<file path="src/rtl/ecc_scrubber.sv">
// ecc_scrubber: background scrub engine for the ECC word memory.
// Owns the array address/WE/data mux. When idle it periodically reads one word,
// and if the array flags a correctable error it writes the voted word back so
// that every copy is refreshed. Host accesses always win and stall the scrubber.

module ecc_scrubber #(
    parameter int ADDR_W   = 4,
    parameter int DATA_W   = 8,
    parameter int INTERVAL = 16,
    parameter int CNT_W    = 8
) (
    input  logic              clk,
    input  logic              rst_n,
    input  logic              enable,
    input  logic              host_req,
    input  logic              host_we,
    input  logic [ADDR_W-1:0] host_addr,
    input  logic [DATA_W-1:0] host_wdata,
    output logic [DATA_W-1:0] host_rdata,
    output logic [ADDR_W-1:0] mem_addr,
    output logic              mem_we,
    output logic [DATA_W-1:0] mem_wdata,
    input  logic [DATA_W-1:0] mem_rdata,
    input  logic              mem_err,
    output logic [CNT_W-1:0]  err_count,
    output logic              pass_done,
    output logic              busy
);

    // The wait counter must hold INTERVAL-1; keep at least one bit for INTERVAL=1.
    localparam int WAIT_W = (INTERVAL > 1) ? $clog2(INTERVAL) : 1;
    localparam logic [WAIT_W-1:0] WAIT_RELOAD = WAIT_W'(INTERVAL - 1);

    typedef enum logic [1:0] {
        ST_IDLE = 2'd0,
        ST_RD   = 2'd1,
        ST_WR   = 2'd2
    } state_e;

    state_e            state_q,      state_d;
    logic [ADDR_W-1:0] scrub_addr_q, scrub_addr_d;
    logic [WAIT_W-1:0] wait_q,       wait_d;
    logic [CNT_W-1:0]  err_count_q,  err_count_d;
    logic              pass_done_q,  pass_done_d;
    logic [DATA_W-1:0] data_q,       data_d;
    logic              advance;

    // Next-state logic: interval wait, read/sample, optional write-back, address advance.
    always_comb begin
        state_d      = state_q;
        scrub_addr_d = scrub_addr_q;
        wait_d       = wait_q;
        err_count_d  = err_count_q;
        pass_done_d  = 1'b0;
        data_d       = data_q;
        advance      = 1'b0;

        case (state_q)
            ST_IDLE: begin
                if (enable) begin
                    if (wait_q == '0) begin
                        state_d = ST_RD;
                        wait_d  = WAIT_RELOAD;
                    end else begin
                        wait_d = wait_q - 1'b1;
                    end
                end
            end
            ST_RD: begin
                // A host access owns the array this cycle, so nothing is sampled.
                if (!host_req) begin
                    data_d = mem_rdata;
                    if (mem_err) begin
                        state_d = ST_WR;
                    end else begin
                        advance = 1'b1;
                    end
                end
            end
            ST_WR: begin
                if (host_req) begin
                    // A host write to the same word is newer than our voted copy.
                    if (host_we && (host_addr == scrub_addr_q)) begin
                        advance = 1'b1;
                    end
                end else begin
                    advance = 1'b1;
                    if (err_count_q != '1) begin
                        err_count_d = err_count_q + 1'b1;
                    end
                end
            end
            default: begin
                state_d = ST_IDLE;
            end
        endcase

        if (advance) begin
            state_d      = ST_IDLE;
            scrub_addr_d = scrub_addr_q + 1'b1;
            pass_done_d  = (scrub_addr_q == '1);
        end
    end

    // State and datapath registers with asynchronous active-low reset.
    always_ff @(posedge clk or negedge rst_n) begin
        if (!rst_n) begin
            state_q      <= ST_IDLE;
            scrub_addr_q <= '0;
            wait_q       <= WAIT_RELOAD;
            err_count_q  <= '0;
            pass_done_q  <= 1'b0;
            data_q       <= '0;
        end else begin
            state_q      <= state_d;
            scrub_addr_q <= scrub_addr_d;
            wait_q       <= wait_d;
            err_count_q  <= err_count_d;
            pass_done_q  <= pass_done_d;
            data_q       <= data_d;
        end
    end

    // Array mux: the host always wins; otherwise the scrubber drives the array.
    always_comb begin
        mem_addr  = scrub_addr_q;
        mem_we    = (state_q == ST_WR);
        mem_wdata = data_q;
        if (host_req) begin
            mem_addr  = host_addr;
            mem_we    = host_we;
            mem_wdata = host_wdata;
        end
    end

    assign host_rdata = mem_rdata;
    assign err_count  = err_count_q;
    assign pass_done  = pass_done_q;
    assign busy       = (state_q == ST_RD) || (state_q == ST_WR);

endmodule

</file>
<file path="config.mk">
export PLATFORM = sky130hd
export DESIGN_NAME = ecc_scrubber
export DESIGN_NICKNAME = d
export VERILOG_FILES = /design/src/rtl/ecc_scrubber.sv
export SDC_FILE = /design/constraint.sdc
export NUM_CORES = 1
export LEC_CHECK = 0
export CORE_MARGIN = 10
export CORE_UTILIZATION = 48
export DETAILED_ROUTE_END_ITERATION = 12
export PLACE_DENSITY = 0.94
export SLEW_MARGIN = 20
export SYNTH_ARGS = -nofsm -noshare
export SYNTH_HDL_FRONTEND = slang
export SYNTH_SLANG_ARGS = --single-unit
</file>
<file path="constraint.sdc">
create_clock -name clk -period 3.7 [get_ports clk]
set_input_delay 1.11 -clock clk [delete_from_list [all_inputs] [get_ports clk]]
set_output_delay 1.11 -clock clk [all_outputs]
set_load 0.03 [all_outputs]
</file>
---- After elaboration in Yosys (flattened, before gate mapping) ----
Cells that the tools add are included.
storage, ports and cells
  flip-flop bits (word level) ............. 27
  input bits .............................. 26
cells by class
  $add $sub $neg .......................... 3
  equal/unequal tests ..................... 10
  multiplexer cells ....................... 16
  bitwise operators ....................... 1
  reduce and logical (&&, ||, !) cells .... 8
operators with widths
  cell                                                                   count
  3-bit inequality test, second input constant                           4
  2-bit two-way mux                                                      5
  8-bit by 1-bit adder with 8-bit output, second input constant          1
  4-bit two-way mux                                                      2
  8-bit two-way mux                                                      1
  8-bit inequality test, second input constant                           1
  1-bit two-way mux                                                      6
  2-bit case mux with 3 select lines                                     1
  5-bit AND reduction                                                    1
  4-bit by 1-bit adder with 4-bit output, second input constant          1
  4-bit equality test                                                    1
  4-bit equality test, second input constant                             1
  4-bit zero test                                                        1
  2-bit AND reduction                                                    2
  4-bit by 1-bit subtractor with 4-bit output, second input constant     1
  3-bit AND reduction                                                    1
  2-bit by 1-bit equality test with 1-bit output, second input constant  1
  2-bit equality test, second input constant                             1
  2-bit zero test                                                        1
  2-bit inequality test, second input constant                           1
  1-bit case mux with 2 select lines                                     1
  1-bit logical AND                                                      1
  1-bit logical OR                                                       1
  1-bit NOT                                                              1

---- Depth between registers and ports, before layout ----
Gate-level depths: netlist (run 1).
  depth in word-level cells ............... 7
  gate-level depth with buffers ........... 7
  gate-level depth less buffers ........... 7

---- Worst setup path after synthesis (run 1) ----
OpenSTA, ideal clock, no wires.
  kind .................................... input -> output
  start point ............................. input port host_req
  end point ............................... output port mem_addr[0]
  arrival ................................. 2.001 ns
  required time ........................... 2.590 ns
  setup slack ............................. 0.589 ns
  stages .................................. 3
  buffers on the path ..................... 2
  path through ............................ buf_6 > clkbuf_1 > mux2_2
between the ends
  longest elaborated chain between the ends .. 1
ends and longest elaborated chain
  what                line  source
  start: declaration  15    input logic host_req,
  4-bit two-way mux   129   if (host_req) begin
  end: declaration    20    output logic [ADDR_W-1:0] mem_addr,
Every way passes these cells.

---- Worst setup path in the final report (run 1) ----
  start point ............................. input port host_req
  end point ............................... output port mem_wdata[6]
between the ends
  longest elaborated chain between the ends .. 1
ends and longest elaborated chain
  what               line  source
  8-bit two-way mux  129
  end: declaration   22    output logic [DATA_W-1:0] mem_wdata,
Every way passes these cells.

==> results of run 1 <==
-- how the worst max path moves through the flow --
stage / end / startpoint
floorplan: mem_addr[0] / host_req
global placement: mem_wdata[6] / host_req
detailed placement: mem_wdata[0] / host_req
CTS: mem_wdata[6] / host_req
global route: mem_wdata[6] / host_req
finish: mem_wdata[6] / host_req
-- cell families (layout without fill, tap and decap cells) --
kind of cell	count (synthesis)	in the layout	share of synthesized area, %
and+or+nand+nor	33	33	11.5
muxes	24	24	17.7
buffers and inverters	18	69	6.71
xor gates and xnor gates	11	11	6.15
AOI/OAI and AO/OA	15	15	8.95
adders and majority gates	7	7	5.59
DFF	27	27	43.5
-- worst max-delay path, stage by stage --
cell	delay, ns
clkdlybuf4s50_1	0.51
buf_12	0.17
mux2_2	0.35
dlygate4sd2_1	0.37
-- Yosys cell counts (2+ instances only) --
| master | count |
|---|---|
| nand2b_1 | 2 |
| inv_1 | 6 |
| ha_1 | 7 |
| o21ai_0 | 3 |
| nor2b_1 | 3 |
| nor2_1 | 4 |
| and3_1 | 3 |
| buf_4 | 8 |
| dfstp_2 | 4 |
| dfrtp_1 | 23 |
| mux2_2 | 17 |
| mux2_4 | 2 |
| a21oi_1 | 4 |
| xnor2_1 | 8 |
| nand3_1 | 5 |
| nand2_1 | 10 |
| mux2_1 | 4 |
| xor2_1 | 3 |
| clkbuf_1 | 2 |
| or2b_1 | 2 |
-- state kept, by name, summed over array words and instances (netlist names) --
| name | count |
|---|---|
| state_q | 2 |
| wait_q | 4 |
| pass_done | 1 |
| err_count | 8 |
| data_q | 8 |
| scrub_addr_q | 4 |
-- final cells by class --
type,count,area [sq um]
fillers,257,935
multi-input cells,90,781
flip-flops and latches,27,681
repair buffers,58,571
well taps,44,55.1
inverters,7,26.3
clock buffers,3,22.5
clock inverters,1,7.51
-- power by group --
group	leakage [nW]	internal, mW	switching [mW]
registers	0.332	0.429	0.109
logic	0.592	0.360	0.415
clock network	0.0139	0.0415	0.0901
-- through the flow --
| step | worst slack, ns | hold WS, ns | setup TNS [ns] |
|---|---|---|---|
| 2_1_floorplan | 0.589 | 0.454 | 0 |
| 3_3_place_gp | -0.139 | 0.471 | -1.56 |
| 3_5_place_dp | -0.158 | 0.475 | -1.71 |
| 4_1_cts | 0.0783 | 0.509 | 0 |
| 5_1_grt | 0.0591 | 0.538 | 0 |
| 6_report | 0.0746 | 0.502 | 0 |
-- metal layers --
| metal | wire (microns) | track usage [%] | share of wire, % | vias up |
|---|---|---|---|---|
| met4 | 29 | 3.28 | 0.75 | 0 |
| li1 | - | - | - | 565 |
| met2 | 2070 | 23.8 | 54 | 35 |
| met1 | 1490 | 14.1 | 38 | 560 |
| met3 | 277 | 4.90 | 7.2 | 2 |
| met5 | 0 | 0 | 0 | - |
-- timing repair --
item                                    in CTS  in global routing
buffers inserted                             0                  0
endpoints found under the setup margin      12                  0
gates resized for setup                     12                  0
==> metrics.md, run 1 <==
| Metric | Value |
|---|---|
| Leak | `0.938 nW` |
| Mapped Area | `1570 sq um` |
| Tmin final | `3.63 ns` |
| Die Width | `77.1 microns` |
| Area share of the largest cell type after synthesis | `36.7%` |
| DP Area | `2130 sq um` |
| Commonest non-fill, non-tap cell in the layout | `clkdlybuf4s50_1` |
| Net count after synthesis | `168` |
| Power Density | `674 nW/um^2` |
| RSZ-0062 raised after global routing | `no` |
| Remaining global-route overflow | `0` |
| Tcrit/Tclk final | `98.0%` |
| Post-route antenna net violation count | `0` |
| Initial antenna violation count | `0` |
| Vias in the first global route | `1325` |
| Worst Hold Depth | `1` |
| Reg2Reg Depth | `7` |
| VDD IR max | `445 uV` |
| Post-synth ARST share | `100%` |
| Post-Layout Inst Area | `2140 sq um` |
| RD Place Congestion | `0.840` |
| Outcome | `finished clean` |
| Min-Delay Path Class | `reg2reg` |
| Timing-limited maximum frequency | `276 MHz` |
| Largest net degree at the start of global routing | `28` |
| Share of cells above drive strength 1 | `19.4%` |
| Dpl hpwl | `3220 microns` |
| Global-route wire length before repair | `6530 microns` |
| Non-Filler Instances | `230` |
| Die area | `5950 sq um` |
| Via density | `5.05` |
| I/O pin count | `57` |
| Initial DRC count | `30` |
| Syn_area_per_cell | `11.6 sq um` |
| Placed insts | `226` |
| Ranking of synthesized cells by area | `dfrtp_1, mux2_2, dfstp_2` |
| Vias | `1162` |
| CTS Buf Count | `3` |
| Yosys top cell by area | `dfrtp_1` |
| Total Power | `1.45 mW` |
| Hold Buf Count CTS | `0` |
| Reg clk slew, reported paths | `0.14 ns` |
| Worst R2R Setup Slack | `1.71 ns` |
| Max Cap Viol | `0` |
| Antenna diodes | `0` |
| Root Buffer | `clkbuf_4` |
| Least-Margin Pin Slew | `0.715 ns` |
| CTS tree | `done` |
| Synthesized flop and latch total | `27` |
| Final-report hold violation count | `0` |
| Clock Path Buffers | `2` |
| DRC viols | `0` |
| GRT Util Overall | `13.2%` |
| Avg WL per Cell | `16.8 microns` |
| Final Max Tran Viols | `0` |
| Final core utilization | `69.6%` |
| Unique masters post-synth | `35` |
| Clock Skew | `0.00485 ns` |
| Worst-case hold path end point | `data_q[2]$_DFFE_PN0P_` |
| Row cnt | `20` |
| Core Box Area | `3080 sq um` |
| H-tree Lvls | `1` |
| Commonest non-fill, non-tap cells in the layout | `clkdlybuf4s50_1, dfrtp_1, mux2_2` |
| Reg-to-Reg Start | `state_q[0]$_DFFE_PN0P_` |
| Hold Startpoint | `data_q[2]$_DFFE_PN0P_` |
| Port bufs | `56` |
| CP endpoint kind | `output port` |
| Worst-Skew Late Latency | `0.33 ns` |
| Most used DFF post-synth | `dfrtp_1` |
| Initial Util | `50.9%` |
| Die Y | `77.1 microns` |
| FF-to-FF End | `scrub_addr_q[1]$_DFFE_PN0P_` |
| WP data required | `2.59 ns` |
| Drt first pass iters | `4` |
| Final setup violation count | `0` |
| Area Overhead vs Synth | `36.8%` |
| Layout Nets | `220` |
| Clock Sinks | `27` |
| Startpoint Class | `input port` |
| Ys Warns | `0` |
| Critical Path AT | `2.52 ns` |
| EDFF count, synth | `0` |
| WL final | `3870 microns` |
| Gate Count Post-Synth | `135` |
| Critical path peak fanout | `17` |
| Crit Path Class | `in2out` |
| Seq/Total Area, Yosys | `43.5%` |
| Slew Limit Headroom | `52.3%` |
No activity file was read; power rests on OpenSTA's default activity.
==> run 2, diff against run 1 <==
--- a/config.mk
+++ b/config.mk
@@ -5,7 +5,7 @@
 export SDC_FILE = /design/constraint.sdc
 export NUM_CORES = 1
 export LEC_CHECK = 0
-export CORE_MARGIN = 10
+export CORE_ASPECT_RATIO = 0.6
 export CORE_UTILIZATION = 48
 export DETAILED_ROUTE_END_ITERATION = 12
 export PLACE_DENSITY = 0.94
==> run 2 against run 1 <==
Setup slack improved by 0.031 ns. Power increased by 3.3%. Fmax grew 0.87%. Die area fell by 41%. Via count shrank 0.17%. Hold slack worse by 0.0011 ns. Sequential share of layout area is 0.35 points lower. Clock-buffer cell count is the same. Sequential power grew 0.9%. Critical endpoint is now mem_addr[2]. Largest cell class unchanged.
==> metrics.md, run 2 (synthesized netlist as in run 1, its figures left out) <==
| Metric | Value |
|---|---|
| Setup Buffers After CTS | `0 (unchanged)` |
| Row cnt | `15 (-25%)` |
| Critical path peak fanout | `14 (-3)` |
| DP Area | `2130 sq um (+0.24%)` |
| Final setup violation count | `0 (unchanged)` |
| Die Width | `75.8 microns (-1.8%)` |
| Drt first pass iters | `4 (unchanged)` |
| Worst-Skew Late Latency | `0.27 ns (-0.06 ns)` |
| End point of the critical path | `mem_addr[2]` |
| RD Place Congestion | `0.845 (+0.58%)` |
| Crit Path Class | `in2out` |
| Area Overhead vs Synth | `38.3%` |
| Clock Skew | `0.00217 ns (-0.00268 ns)` |
| Total Power | `1.49 mW (+3.3%)` |
| VDD IR max | `480 uV (+7.8%)` |
| Avg WL per Cell | `14.5 microns (-14%)` |
| Max Cap Viol | `0 (unchanged)` |
| Share of cells above drive strength 1 | `19.8% (+0.43 points)` |
| WP data required | `2.59 ns (about the same)` |
| Final TNS setup | `0 ns (unchanged)` |
| Placed insts | `225 (-0.44%)` |
| WL final | `3330 microns (-14%)` |
| Leak | `0.950 nW (+1.3%)` |
| RSZ-0062 raised after global routing | `no` |
| Startpoint Class | `input port` |
| Outcome | `finished clean` |
| Global-route wire length before repair | `5200 microns (-20%)` |
| I/O pin count | `57 (unchanged)` |
| Slew Limit Headroom | `52.2% (-0.10 points)` |
| Final Max Tran Viols | `0 (unchanged)` |
| Power Density | `689 nW/um^2 (+2.2%)` |
| DRC viols | `0 (unchanged)` |
| Die Y | `46.3 microns (-40%)` |
| Largest net degree at the start of global routing | `28 (unchanged)` |
| Commonest non-fill, non-tap cells in the layout | `clkdlybuf4s50_1, dfrtp_1, mux2_2` |
| Root Buffer | `clkbuf_8` |
| Clock Path Buffers | `2 (unchanged)` |
| CTS Buf Count | `3 (unchanged)` |
| Final core utilization | `72.6% (+3.0 points)` |
| Critical Path AT | `2.48 ns (-0.04 ns)` |
| Fillers | `198 (-23%)` |
| Tmin final | `3.59 ns (-0.0311 ns)` |
| Commonest non-fill, non-tap cell in the layout | `clkdlybuf4s50_1` |
| Reg2Reg Depth | `7 (unchanged)` |
| Worst R2R Setup Slack | `1.72 ns (about the same)` |
| Tcrit/Tclk final | `97.1% (-0.84 points)` |
| Vias | `1160 (-0.17%)` |
| Least-Margin Pin Slew | `0.716 ns (+0.00151 ns)` |
| Initial antenna violation count | `0 (unchanged)` |
| Reg-to-Reg Start | `state_q[0]$_DFFE_PN0P_` |
| Initial DRC count | `20 (-33%)` |
| Initial Util | `52.5% (+1.6 points)` |
| Non-Filler Instances | `229 (-0.43%)` |
| Dpl hpwl | `2590 microns (-19%)` |
| Core Box Area | `2980 sq um (-3.0%)` |
| Antenna diodes | `0 (unchanged)` |
| Post-Layout Inst Area | `2170 sq um (+1.1%)` |
| CP startpoint | `host_req` |
| Vias in the first global route | `1156 (-13%)` |
| H-tree Lvls | `1 (unchanged)` |
| Clock Sinks | `27 (unchanged)` |
| Port bufs | `56 (unchanged)` |
| Multi-input logic area | `781 sq um (unchanged)` |
| Via density | `5.07 (+0.26%)` |
| FF-to-FF End | `state_q[0]$_DFFE_PN0P_` |
| CP endpoint kind | `output port` |
| Min-Delay Path Class | `reg2reg` |
| Final-report hold violation count | `0 (unchanged)` |
| Layout Nets | `221 (+0.45%)` |
| Post-route antenna net violation count | `0 (unchanged)` |
| CTS tree | `done` |
| Reg clk slew, reported paths | `0.09 ns (-0.05 ns)` |
| Die area | `3500 sq um (-41%)` |
| GRT Util Overall | `20.7% (+7.5 points)` |
| Remaining global-route overflow | `0 (unchanged)` |
| Timing-limited maximum frequency | `278 MHz (+0.87%)` |
| Sequential cell area | `681 sq um (unchanged)` |
## run 2: changes by cell type in the layout (fill, tap and decap cells not counted)
cell	delta
buf_4	+1
clkbuf_8	+3
clkbuf_4	-3
## run 2: worst min path at each step
stage                     startpoint                     to  slack [ns]  cells past startpoint
6_report       data_q[4]$_DFFE_PN0P_  data_q[4]$_DFFE_PN0P_        0.50                      1
5_1_grt        data_q[5]$_DFFE_PN0P_  data_q[5]$_DFFE_PN0P_        0.52                      1
4_1_cts        data_q[4]$_DFFE_PN0P_  data_q[4]$_DFFE_PN0P_        0.50                      1
3_5_place_dp   data_q[4]$_DFFE_PN0P_  data_q[4]$_DFFE_PN0P_        0.48                      1
3_3_place_gp   data_q[0]$_DFFE_PN0P_  data_q[0]$_DFFE_PN0P_        0.47                      1
2_1_floorplan  data_q[0]$_DFFE_PN0P_  data_q[0]$_DFFE_PN0P_        0.45                      1
## run 2: worst max-delay path, stage by stage
cell	delay, ns
clkdlybuf4s50_1	0.51
buf_12	0.16
mux2_2	0.34
dlygate4sd2_1	0.36
## run 2: per-layer routing
metal  routed length [microns]  share of wire [%]  up-vias  global-route usage, %
met3                       192                5.8        0                   7.22
met1                      1510                 45      558                   26.5
met5                         0                  0        -                      0
met4                         0                  0        0                   4.44
met2                      1620                 49       37                   34.2
li1                          -                  -      565                      -
## run 2: area by class of cell
class | instances | area share [%]
Sequential cell | 27 | 31.4
Tap cell | 42 | 2.42
Timing Repair Buffer | 59 | 26.7
Clock inverter | 1 | 0.346
Clock buffer | 3 | 1.91
Multi-Input combinational cell | 90 | 36.0
Inverter | 7 | 1.21
## run 2: through the flow
stage | setup WS, ns | hold WS [ns]
after global routing | 0.0716 | 0.516
after global placement | -0.107 | 0.469
final | 0.106 | 0.501
after detailed placement | -0.150 | 0.483
after floorplan | 0.589 | 0.454
after CTS | 0.0906 | 0.505
## run 2: repair_timing
item                       in CTS  in global routing
hold buffers                    0                  0
setup endpoints to repair      12                  0
resized for setup              12                  0
## run 2: where the power goes
group	internal, mW	switching [mW]	leakage (nW)
combinational	0.363	0.419	0.597
sequential	0.430	0.113	0.332
clock	0.0764	0.0922	0.0217
